`src/rtl/ysyx_041461_pipe_pkg.sv`:
```
// ysyx_041461_pipe_pkg: shared stage state encoding and per-stage payload widths
package ysyx_041461_pipe_pkg;
  typedef enum logic [1:0] {EMPTY = 2'd0, ONE = 2'd1, FULL = 2'd2} pipe_state_e;
  localparam int unsigned XLEN      = 64;
  localparam int unsigned IF_ID_W   = XLEN + 32;
  localparam int unsigned ID_EXE_W  = 3 * XLEN + 32 + 16;
  localparam int unsigned EXE_MEM_W = 2 * XLEN + 32 + 16;
  localparam int unsigned MEM_WB_W  = XLEN + 32 + 8;
  function automatic logic pipe_ready(pipe_state_e s);
    return s != FULL;
  endfunction
endpackage

```
`src/rtl/ysyx_041461_pipe_slot.sv`:
```
// ysyx_041461_pipe_slot: one payload register with load enable and reset value
module ysyx_041461_pipe_slot #(
  parameter int unsigned       DATA_W     = 64,
  parameter logic [DATA_W-1:0] RESET_DATA = '0
) (
  input  logic              clk,
  input  logic              rst,
  input  logic              ld_i,
  input  logic [DATA_W-1:0] d_i,
  output logic [DATA_W-1:0] q_o
);
  logic [DATA_W-1:0] data_q;
  // capture the payload only when loaded; reset restores the instance default
  always_ff @(posedge clk or negedge rst)
    if (!rst) data_q <= RESET_DATA;
    else if (ld_i) data_q <= d_i;
  assign q_o = data_q;
endmodule

```
`src/rtl/ysyx_041461_pipe_stage.sv`:
```
// ysyx_041461_pipe_stage: elastic valid/ready pipeline register with optional skid entry
module ysyx_041461_pipe_stage
  import ysyx_041461_pipe_pkg::*;
#(
  parameter int unsigned       DATA_W     = 64,
  parameter logic [DATA_W-1:0] RESET_DATA = '0,
  parameter bit                SKID       = 1'b1
) (
  input  logic              clk,
  input  logic              rst,
  input  logic              flush,
  input  logic              in_valid,
  output logic              in_ready,
  input  logic [DATA_W-1:0] in_data,
  output logic              out_valid,
  input  logic              out_ready,
  output logic [DATA_W-1:0] out_data,
  output logic [1:0]        count
);
  pipe_state_e       state_q, state_d;
  logic              rdy_q, acc, drn, ld_m, m_from_s;
  logic [DATA_W-1:0] m_d, s_q;
  assign out_valid = state_q != EMPTY;
  assign count     = state_q;
  assign in_ready  = SKID ? rdy_q : (!out_valid || out_ready);
  assign acc       = in_valid && in_ready;
  assign drn       = out_valid && out_ready;
  assign m_d       = m_from_s ? s_q : in_data;
  // next state and main-slot load; flush wins over any accept or drain
  always_comb begin
    state_d  = state_q;
    ld_m     = 1'b0;
    m_from_s = 1'b0;
    if (flush) state_d = EMPTY;
    else if (state_q == EMPTY) begin
      ld_m    = acc;
      state_d = acc ? ONE : EMPTY;
    end else if (state_q == ONE) begin
      ld_m    = acc && drn;
      state_d = (acc && !drn && SKID) ? FULL : (!acc && drn) ? EMPTY : ONE;
    end else if (drn) begin
      ld_m     = 1'b1;
      m_from_s = 1'b1;
      state_d  = ONE;
    end
  end
  // occupancy state plus in_ready precomputed from the next state
  always_ff @(posedge clk or negedge rst)
    if (!rst) begin
      state_q <= EMPTY;
      rdy_q   <= 1'b1;
    end else begin
      state_q <= state_d;
      rdy_q   <= pipe_ready(state_d);
    end
  ysyx_041461_pipe_slot #(.DATA_W(DATA_W), .RESET_DATA(RESET_DATA)) u_m (
    .clk(clk), .rst(rst), .ld_i(ld_m), .d_i(m_d), .q_o(out_data)
  );
  if (SKID) begin : g_skid
    logic ld_s;
    assign ld_s = !flush && state_q == ONE && acc && !drn;
    ysyx_041461_pipe_slot #(.DATA_W(DATA_W), .RESET_DATA(RESET_DATA)) u_s (
      .clk(clk), .rst(rst), .ld_i(ld_s), .d_i(in_data), .q_o(s_q)
    );
  end else begin : g_noskid
    assign s_q = RESET_DATA;
  end
endmodule

```
`config.mk`:
```
export PLATFORM = sky130hd
export DESIGN_NAME = ysyx_041461_pipe_stage
export DESIGN_NICKNAME = d
export VERILOG_FILES = /design/src/rtl/ysyx_041461_pipe_pkg.sv /design/src/rtl/ysyx_041461_pipe_slot.sv /design/src/rtl/ysyx_041461_pipe_stage.sv
export SDC_FILE = /design/constraint.sdc
export NUM_CORES = 1
export LEC_CHECK = 0
export ABC_AREA = 1
export CORE_MARGIN = 3
export CORE_UTILIZATION = 46
export DETAILED_ROUTE_END_ITERATION = 8
export PLACE_DENSITY = 0.81
export SLEW_MARGIN = 25
export SYNTH_ARGS = -nofsm -noshare
export SYNTH_HDL_FRONTEND = slang
export SYNTH_SLANG_ARGS = --single-unit
```
`constraint.sdc`:
```
create_clock -name clk -period 1.6 [get_ports clk]
set_input_delay 0.32 -clock clk [delete_from_list [all_inputs] [get_ports clk]]
set_output_delay 0.32 -clock clk [all_outputs]
set_load 0.01 [all_outputs]
```
==> flow_summary.yaml, run 1 <==
run_status:
  status: "finished, violations left"
  violations: "negative setup slack"
drt:
  wl_um: 16200
  wl_per_cell_um: 14.3
  drt-pass1-iter-count: 5
  via_count: 5538
  first_iter_violations: 427
  viasPerCell: 4.89
  antenna_left: 0
  drc_errors: 0
grt:
  grt_max_degree: 43
  grt_overflow_total: 0
  antenna_found_initial: 0
  gr-usage-all-layers_pct: 21.6
  grt_pass1_wl_um: 25300
  grt_pass1_vias: 5257
floorplan:
  fp.dieH_um: 122
  die_area_mm2: 0.0148
  fp.dieW_um: 122
  design.core.area_mm2: 0.0128
  boundaryPins: 137
  start_util_pct: 47.9
  row_count: 41
placed_design:
  routabilityCongestion: 0.823
  place_area_mm2: 0.00788
  io_buffers: 136
  dp_hpwl_um: 10300
logic_synthesis:
  synth_common_cells: "388 x nand2_1, 130 x dfrtp_1, 69 x inv_1, 69 x nand3_1, 46 x o21ai_1"
  synth_cells: 787
  yosysMostFrequentCell: "nand2_1"
  yosys_warnings: 0
  syn-cell-area_mm2: 0.00614
  syn-num-nets: 858
  synth-edff-count: 0
  synth_cell_types: 21
  synth-seq-cells: 131
  avgSynthCellArea_um2: 7.80
  synth_seq_area_share_pct: 53.4
  yosysTopAreaCell: "dfrtp_1"
  synth.top_cell.area_share_pct: 53.0
  synth_area_leaders: "dfrtp_1 53%, nand2_1 24%, nand3_1 5.6%"
  ys_async_sr_fraction_pct: 100
  ys.flop_type: "dfrtp_1"
setup_path:
  worstReg2RegEnd: "u_m.q_o[2]"
  crit_path_start_kind: "flip-flop"
  cp.required_ps: 1900
  path_class: "reg -> reg"
  cp_common_cell: "buf_4"
  crit_buf_inv: 5
  cp-end-kind: "flip-flop"
  crit_arrival_ps: 1940
  cp_slowest_stage_delay_ps: 400
  reg2reg_depth: 10
  crit_family: "buffers and inverters"
  r2r_start: "count[0]"
  crit_chain: "nor2_4 -> buf_4 -> buf_4 -> buf_4 -> a21oi_4 -> buf_4 -> nand2_8 -> clkbuf_16 -> nand2_2 -> nand2_1"
  crit_slowest_cell: "dfrtp_1"
  cp_max_fo: 5
  rrSetupSlack_ps: -40
cts:
  root_buffer: "clkbuf_16"
  clk_path_buf_depth: 2
  cts-buffers-inserted: 17
  clock_latency_ps: 420
  cts.clk_slew.worst_paths_ps: 50
  h-tree-depth: 4
  cts_sinks: 131
  cts_tree: "built"
sta:
  setup_viol: 59
  rsz0062_at_grt: "yes"
  fin_hold_ws_ps: 392
  clock_skew_ps: 8.17
  fin_crit_ps: 1640
  worst_pin_slew_ps: 395
  finalCritPeriodShare_pct: 102
  finalHoldViolCount: 0
  fmax_mhz: 610
  drv_slew: 0
  slew_headroom_pct: 73.7
  setup_ws_ps: -39.2
layout:
  fill_cells: 1054
  drive_above_1_share_pct: 13.6
  final_util_pct: 68.0
  final_area_mm2: 0.00872
  seq_area_mm2: 0.00328
  num-nets-final: 1019
  syn2layout_area_growth_pct: 42.0
  insertedDiodeCount: 0
  multiInputGateArea_mm2: 0.00245
pwr:
  p_leak_nw: 4.70
  p_total_mw: 11.9
  powerDensity_mw_per_mm2: 1360
  ir_drop_v: 0.000736
min_path:
  hp-class: "in -> async"
job:
  drv_cap: 0
-- worst max-delay path by stage --
stage,start,to,slack (ps),depth (start not counted)
6_report,count[0],u_m.q_o[2],-40,10
5_1_grt,count[0],u_m.q_o[0],-70,10
3_3_place_gp,out_ready,u_m.q_o[38],-310,12
4_1_cts,in_ready,u_m.q_o[26],2,11
2_1_floorplan,in_ready,u_m.q_o[0],20,11
3_5_place_dp,out_ready,u_m.q_o[13],-370,12
-- cell families (layout without fill, tap and decap cells) --
group | after synthesis | count (layout) | share of synthesized area, %
DFF | 131 | 131 | 53.4
buffers and inverters | 118 | 290 | 9.86
adders and majority gates | 2 | 2 | 0.408
AOI/OAI and AO/OA | 66 | 66 | 5.44
and+or+nand+nor | 470 | 471 | 30.9
-- layout make-up --
type | count | share of cell area [%]
repair buffers | 187 | 22.0
inverters | 72 | 3.19
flip-flops and latches | 131 | 37.6
clock buffers | 27 | 5.88
multi-input cells | 539 | 28.1
clock inverters | 4 | 0.803
well taps | 172 | 2.47
-- report_power, final --
part | switching [mW] | internal, mW
Combinational | 1.64 | 1.45
Clock | 1.35 | 2.49
Sequential | 0.614 | 4.32
Total | 3.60 | 8.26
-- metrics by stage --
stage	instances	setup TNS (ps)	setup slack [ps]
floorplan	787	0	20.7
global placement	1088	-26580	-309
detailed placement	1088	-31140	-366
CTS	1121	0	2.44
global route	1132	-3380	-70.4
finish	1132	-1100	-39.2
-- timing repair --
action,4_1_cts,5_1_grt
endpoints found under the hold margin,33,0
buffers inserted,1,5
setup endpoints to repair,76,66
resized for setup,73,50
hold buffers,1,0
pin swaps,1,7
cloned,0,6
-- flip-flops by register name (all words and copies together) (netlist names) --
name,flops
count,2
g_skid.u_s.q_o,64
in_ready,1
u_m.q_o,64
-- layout by cell type, fill, tap and decap left out, drive strengths merged --
master         netlist  final
ha                   2      2
clkdlybuf4s15        0      2
clkbuf               0     32
o21ai               64     64
nor2                 6      6
bufinv               0      2
nand2              393    394
buf                 46     47
or2                  1      1
dlygate4sd2          0     65
clkdlybuf4s50        0     67
inv                 72     72
dfstp                1      1
dfrtp              130    130
a21oi                2      2
clkinv               0      2
nand3               70     70
dlygate4sd3          0      1
-- layer usage --
layer | track usage, % | part of all wire, %
met3 | 4.97 | 5.9
met2 | 34.8 | 50
met4 | 7.98 | 1.5
met5 | 0 | 0
met1 | 28.6 | 43
(Power assumes the default switching activity.)
==> inputs of run 2 (changes only) <==
--- a/config.mk
+++ b/config.mk
@@ -6,9 +6,10 @@
 export NUM_CORES = 1
 export LEC_CHECK = 0
 export ABC_AREA = 1
-export CORE_MARGIN = 3
+export CORE_MARGIN = 2
 export CORE_UTILIZATION = 46
 export DETAILED_ROUTE_END_ITERATION = 8
+export GPL_TIMING_DRIVEN = 0
 export PLACE_DENSITY = 0.81
 export SLEW_MARGIN = 25
 export SYNTH_ARGS = -nofsm -noshare
==> run 2 against run 1 <==
The run still ends with negative setup slack left. Clock-buffer cell count decreased by 9. Maximum frequency down 7.8%. Critical endpoint is now u_m.q_o[21]. Routed wire length up 2.0%.
==> flow_summary.yaml, run 2 (same netlist as run 1, synthesis figures left out) <==
sta:
  drv_slew: 0
  finalHoldViolCount: 0
  clock_skew_ps: 5.68
  slew_headroom_pct: 62.2
  setup_ws_ps: -178
  finalCritPeriodShare_pct: 111
  fin_crit_ps: 1780
  fmax_mhz: 562
  setup_tns_ps: -10110
  rsz0062_at_grt: "yes"
  worst_pin_slew_ps: 567
  setup_viol: 125
floorplan:
  die_area_mm2: 0.0143
  fp.dieW_um: 120
  boundaryPins: 137
  fp.dieH_um: 120
  design.core.area_mm2: 0.0131
  start_util_pct: 46.7
  row_count: 42
pwr:
  powerDensity_mw_per_mm2: 1360
  intPower_mw: 8.56
  switching_share_pct: 30.5
  p_total_mw: 12.3
  seqPwrFrac_pct: 39.9
  p_comb_share_pct: 26.9
  switchingPower_mw: 3.75
  ir_drop_v: 0.000976
  power_frac_clock_pct: 33.2
  p_leak_nw: 4.84
setup_path:
  cp_max_fo: 5
  rrSetupSlack_ps: -180
  path_class: "reg -> reg"
  cp.required_ps: 1910
  crit_arrival_ps: 2090
  crit_path_start_kind: "flip-flop"
  cp-end-kind: "flip-flop"
grt:
  grt_overflow_total: 0
  grt_max_degree: 74
  antenna_found_initial: 0
  grt_pass1_vias: 5512
  gr-usage-all-layers_pct: 24.0
  grt_pass1_wl_um: 27000
cts:
  cts.clk_slew.worst_paths_ps: 60
  clock_latency_ps: 420
  clk_path_buf_depth: 2
  cts_sinks: 131
  cts_tree: "built"
  cts-buffers-inserted: 17
  root_buffer: "clkbuf_16"
  h-tree-depth: 4
placed_design:
  io_buffers: 136
  routabilityCongestion: 0.825
  dp_cells: 1100
  pre_cts_slack_ps: -506
  dp_hpwl_um: 10100
drt:
  drc_errors: 0
  viasPerCell: 4.82
  wl_um: 16500
  drt-pass1-iter-count: 5
  wl_per_cell_um: 14.1
  first_iter_violations: 368
  via_count: 5629
  antenna_left: 0
layout:
  mostFrequentLayoutCell: "nand2_1"
  multiInputGateArea_mm2: 0.00252
  layout.cells.non_filler: 1167
  drive_above_1_share_pct: 19.0
  syn2layout_area_growth_pct: 47.3
  final_util_pct: 68.8
  insertedDiodeCount: 0
  seq_area_mm2: 0.00328
  fill_cells: 1046
  final_cell_mix: "338 x nand2_1, 128 x dfrtp_1, 68 x nand3_1"
  num-nets-final: 1049
run_status:
  status: "finished, violations left"
  violations: "negative setup slack"
job:
  drv_cap: 0
min_path:
  hp-class: "in -> async"
==> run 2: cell types whose count changed in the layout (fill, tap and decap cells not counted), sizes merged <==
cell           delta
dlymetal6s2s      +1
bufbuf            +1
clkbuf           -11
dlygate4sd2       +1
buf              +30
clkdlybuf4s15     -2
clkinv            +6
bufinv            +2
clkinvlp          +2
nand2             +2
clkdlybuf4s50     -1
==> run 2: final timing paths <==
kind	from	to	cells after the start
max	count[0]	u_m.q_o[21]	14
min	rst	u_m.q_o[61]	2
max reg2reg	count[0]	u_m.q_o[21]	14
min reg2reg	u_m.q_o[39]	u_m.q_o[39]	2
max in group asynchronous	rst	in_ready	3
min in group clk	u_m.q_o[39]	u_m.q_o[39]	2
==> run 2: final cells by class <==
type	instances	share of cell area [%]
sequential	131	36.3
timing repair buffer	171	19.4
multi-input combinational	541	27.9
inverter	72	3.15
clock inverter	14	2.06
clock buffer	18	4.86
buffer	44	3.90
tap	176	2.44
==> run 2: repair_timing <==
action                     in CTS  in global routing
setup buffers                  20                  7
cloned                         10                  2
setup endpoints to repair     192                127
pin swaps                       3                 19
hold buffers                    1                  0
hold endpoints to repair       72                  0
resized for setup             129                 55
==> run 2: metrics by stage <==
step	hold slack [ps]	instance area, um^2
6_report	442	9040
5_1_grt	477	9040
4_1_cts	466	8890
3_5_place_dp	323	7760
3_3_place_gp	453	7730
2_1_floorplan	24.4	6140
==> run 2: worst max-delay path, cell delays in order, from the launching register on <==
cell and delay (ps):
dfrtp_2 390, nor2_4 50, buf_6 110, nor2_4 110, ha_4 140, inv_2 30, nand3_2 60, nand2_4 80
buf_12 150, inv_12 60, nand2_8 80, buf_12 150, buf_16 140, nand2_4 50, nand2_2 40
==> run 2: power groups by stage <==
stage	Combinational (mW)	Clock (mW)	Sequential, mW
detailed placement	3.11	0	4.90
global route	3.70	4.32	5.05
global placement	3.00	0	4.89
finish	3.31	4.09	4.92
CTS	3.21	4.14	4.86
floorplan	1.34	0	5.04
==> run 2: metal layers <==
metal	vias up	GRT usage, %	share of wire, %
met1	2642	31.8	45
met5	-	0	0
met4	0	7.65	1.1
met3	16	5.18	4.7
li1	2808	-	-
met2	163	39.5	49
==> inputs of run 3 (changes only) <==
--- a/config.mk
+++ b/config.mk
@@ -11,7 +11,6 @@
 export DETAILED_ROUTE_END_ITERATION = 8
 export GPL_TIMING_DRIVEN = 0
 export PLACE_DENSITY = 0.81
-export SLEW_MARGIN = 25
 export SYNTH_ARGS = -nofsm -noshare
 export SYNTH_HDL_FRONTEND = slang
 export SYNTH_SLANG_ARGS = --single-unit
==> run 3 against run 2 <==
The run still ends with negative setup slack left. Clock skew rose by 0.75 ps. Utilization rose by 5.0 points. Die area did not move. Clock power fell by 9.0%. Register-to-register slack improved by 30 ps.
==> flow_summary.yaml, run 3 (same netlist as run 1, synthesis figures left out) <==
cts:
  h-tree-depth: 4
  cts_sinks: 131
  cts_tree: "built"
  root_buffer: "clkbuf_16"
  clock_latency_ps: 420
  cts-buffers-inserted: 17
  clk_path_buf_depth: 2
  cts.clk_slew.worst_paths_ps: 60
placed_design:
  routabilityCongestion: 0.825
  io_buffers: 136
  pre_cts_slack_ps: -515
  dp_hpwl_um: 10100
  place_area_mm2: 0.00775
  dp_cells: 1100
layout:
  final_area_mm2: 0.00970
  mostFrequentLayoutCell: "nand2_1"
  syn2layout_area_growth_pct: 58.0
  num-nets-final: 1072
  final_cell_mix: "304 x nand2_1, 128 x dfrtp_1, 80 x nand2_2"
  drive_above_1_share_pct: 25.2
  insertedDiodeCount: 0
  final_util_pct: 73.8
  fill_cells: 931
  layout.cells.non_filler: 1190
sta:
  drv_slew: 0
  setup_ws_ps: -145
  finalHoldViolCount: 0
  slew_headroom_pct: 54.3
  rsz0062_at_grt: "yes"
  finalCritPeriodShare_pct: 109
  fin_crit_ps: 1740
  worst_pin_slew_ps: 686
  fin_hold_ws_ps: 466
  setup_viol: 106
  fmax_mhz: 573
  clock_skew_ps: 6.43
grt:
  grt_pass1_vias: 5560
  grt_pass1_wl_um: 27400
  antenna_found_initial: 0
  grt_overflow_total: 0
  grt_max_degree: 74
  gr-usage-all-layers_pct: 24.6
floorplan:
  die_area_mm2: 0.0143
  start_util_pct: 46.7
  boundaryPins: 137
  fp.dieW_um: 120
  row_count: 42
  fp.dieH_um: 120
  design.core.area_mm2: 0.0131
pwr:
  powerDensity_mw_per_mm2: 1260
  intPower_mw: 8.36
  switchingPower_mw: 3.88
  p_comb_share_pct: 29.5
  p_leak_nw: 5.09
  seqPwrFrac_pct: 40.1
  switching_share_pct: 31.7
  ir_drop_v: 0.000856
  power_frac_clock_pct: 30.4
run_status:
  status: "finished, violations left"
  violations: "negative setup slack"
drt:
  drc_errors: 0
  wl_um: 18700
  drt-pass1-iter-count: 5
  via_count: 6056
  wl_per_cell_um: 15.7
  viasPerCell: 5.09
  first_iter_violations: 397
  antenna_left: 0
job:
  drv_cap: 0
min_path:
  hp-class: "reg -> reg"
setup_path:
  cp.required_ps: 1910
  path_class: "reg -> reg"
  cp-end-kind: "flip-flop"
  crit_path_start_kind: "flip-flop"
  cp_max_fo: 5
  crit_arrival_ps: 2060
-- run 3: changes by cell type in the layout (fill, tap and decap cells not counted), sizes merged --
cell           delta
clkinv            -2
nor2              +2
bufinv            -3
clkdlybuf4s15     +1
dlymetal6s2s      -1
clkbuf           +20
buf               +6
-- run 3: final cells by class --
class,count,area (um^2),area share (%)
buffer,43,460,4.75
tap,176,220,2.27
multi-input combinational,543,2720,28.0
sequential,131,3280,33.8
clock inverter,9,78.8,0.813
inverter,72,280,2.89
timing repair buffer,193,2170,22.4
clock buffer,23,488,5.03
-- run 3: power groups by stage --
| stage | Sequential, mW | Clock, mW | Combinational [mW] |
|---|---|---|---|
| finish | 4.91 | 3.72 | 3.61 |
| global route | 5.03 | 3.90 | 3.98 |
| CTS | 4.86 | 3.74 | 3.21 |
| detailed placement | 4.90 | 0 | 3.10 |
| global placement | 4.89 | 0 | 3.00 |
| floorplan | 5.04 | 0 | 1.34 |
-- run 3: worst max-delay path, cell delays in order, from the launching register on --
cell and delay [ps]:
dfrtp_2 430, nor2_4 120, buf_6 120, nor2_4 40
ha_4 150, inv_2 40, nand3_2 70, nand2_4 110
buf_12 140, nor2_4 50, buf_6 130, buf_6 130
nand2_2 60, nand2_1 50
-- run 3: path summary, 6_finish.rpt --
path                                     from            endpoint  slack (ps)  depth (start not counted)
max                                  count[0]         u_m.q_o[35]        -140                         13
min                        g_skid.u_s.q_o[59]  g_skid.u_s.q_o[59]         470                          2
max reg2reg                          count[0]         u_m.q_o[35]        -140                         13
min reg2reg                g_skid.u_s.q_o[59]  g_skid.u_s.q_o[59]         470                          2
max in group asynchronous                 rst            in_ready         330                          3
min in group asynchronous                 rst         u_m.q_o[59]         500                          2
-- run 3: metrics by stage --
stage | setup TNS, ps | power, mW
2_1_floorplan | 0 | 6.39
3_3_place_gp | -692130 | 7.89
3_5_place_dp | -49610 | 8.00
4_1_cts | -4830 | 11.8
5_1_grt | -13020 | 12.9
6_report | -5800 | 12.2
-- run 3: repair_timing --
item | in CTS | in global routing
cloned | 13 | 18
endpoints found under the hold margin | 72 | 0
hold buffers | 1 | 0
setup buffers | 21 | 9
pin swaps | 37 | 71
endpoints found under the setup margin | 192 | 127
gates resized for setup | 154 | 141
-- run 3: metal layers --
metal / GRT usage (%) / wire (um) / vias to the layer above
li1: - / - / 2880
met1: 32.4 / 8100 / 2913
met2: 40.0 / 9190 / 228
met3: 5.23 / 1020 / 35
met4: 9.26 / 383 / 0
met5: 0 / 0 / -
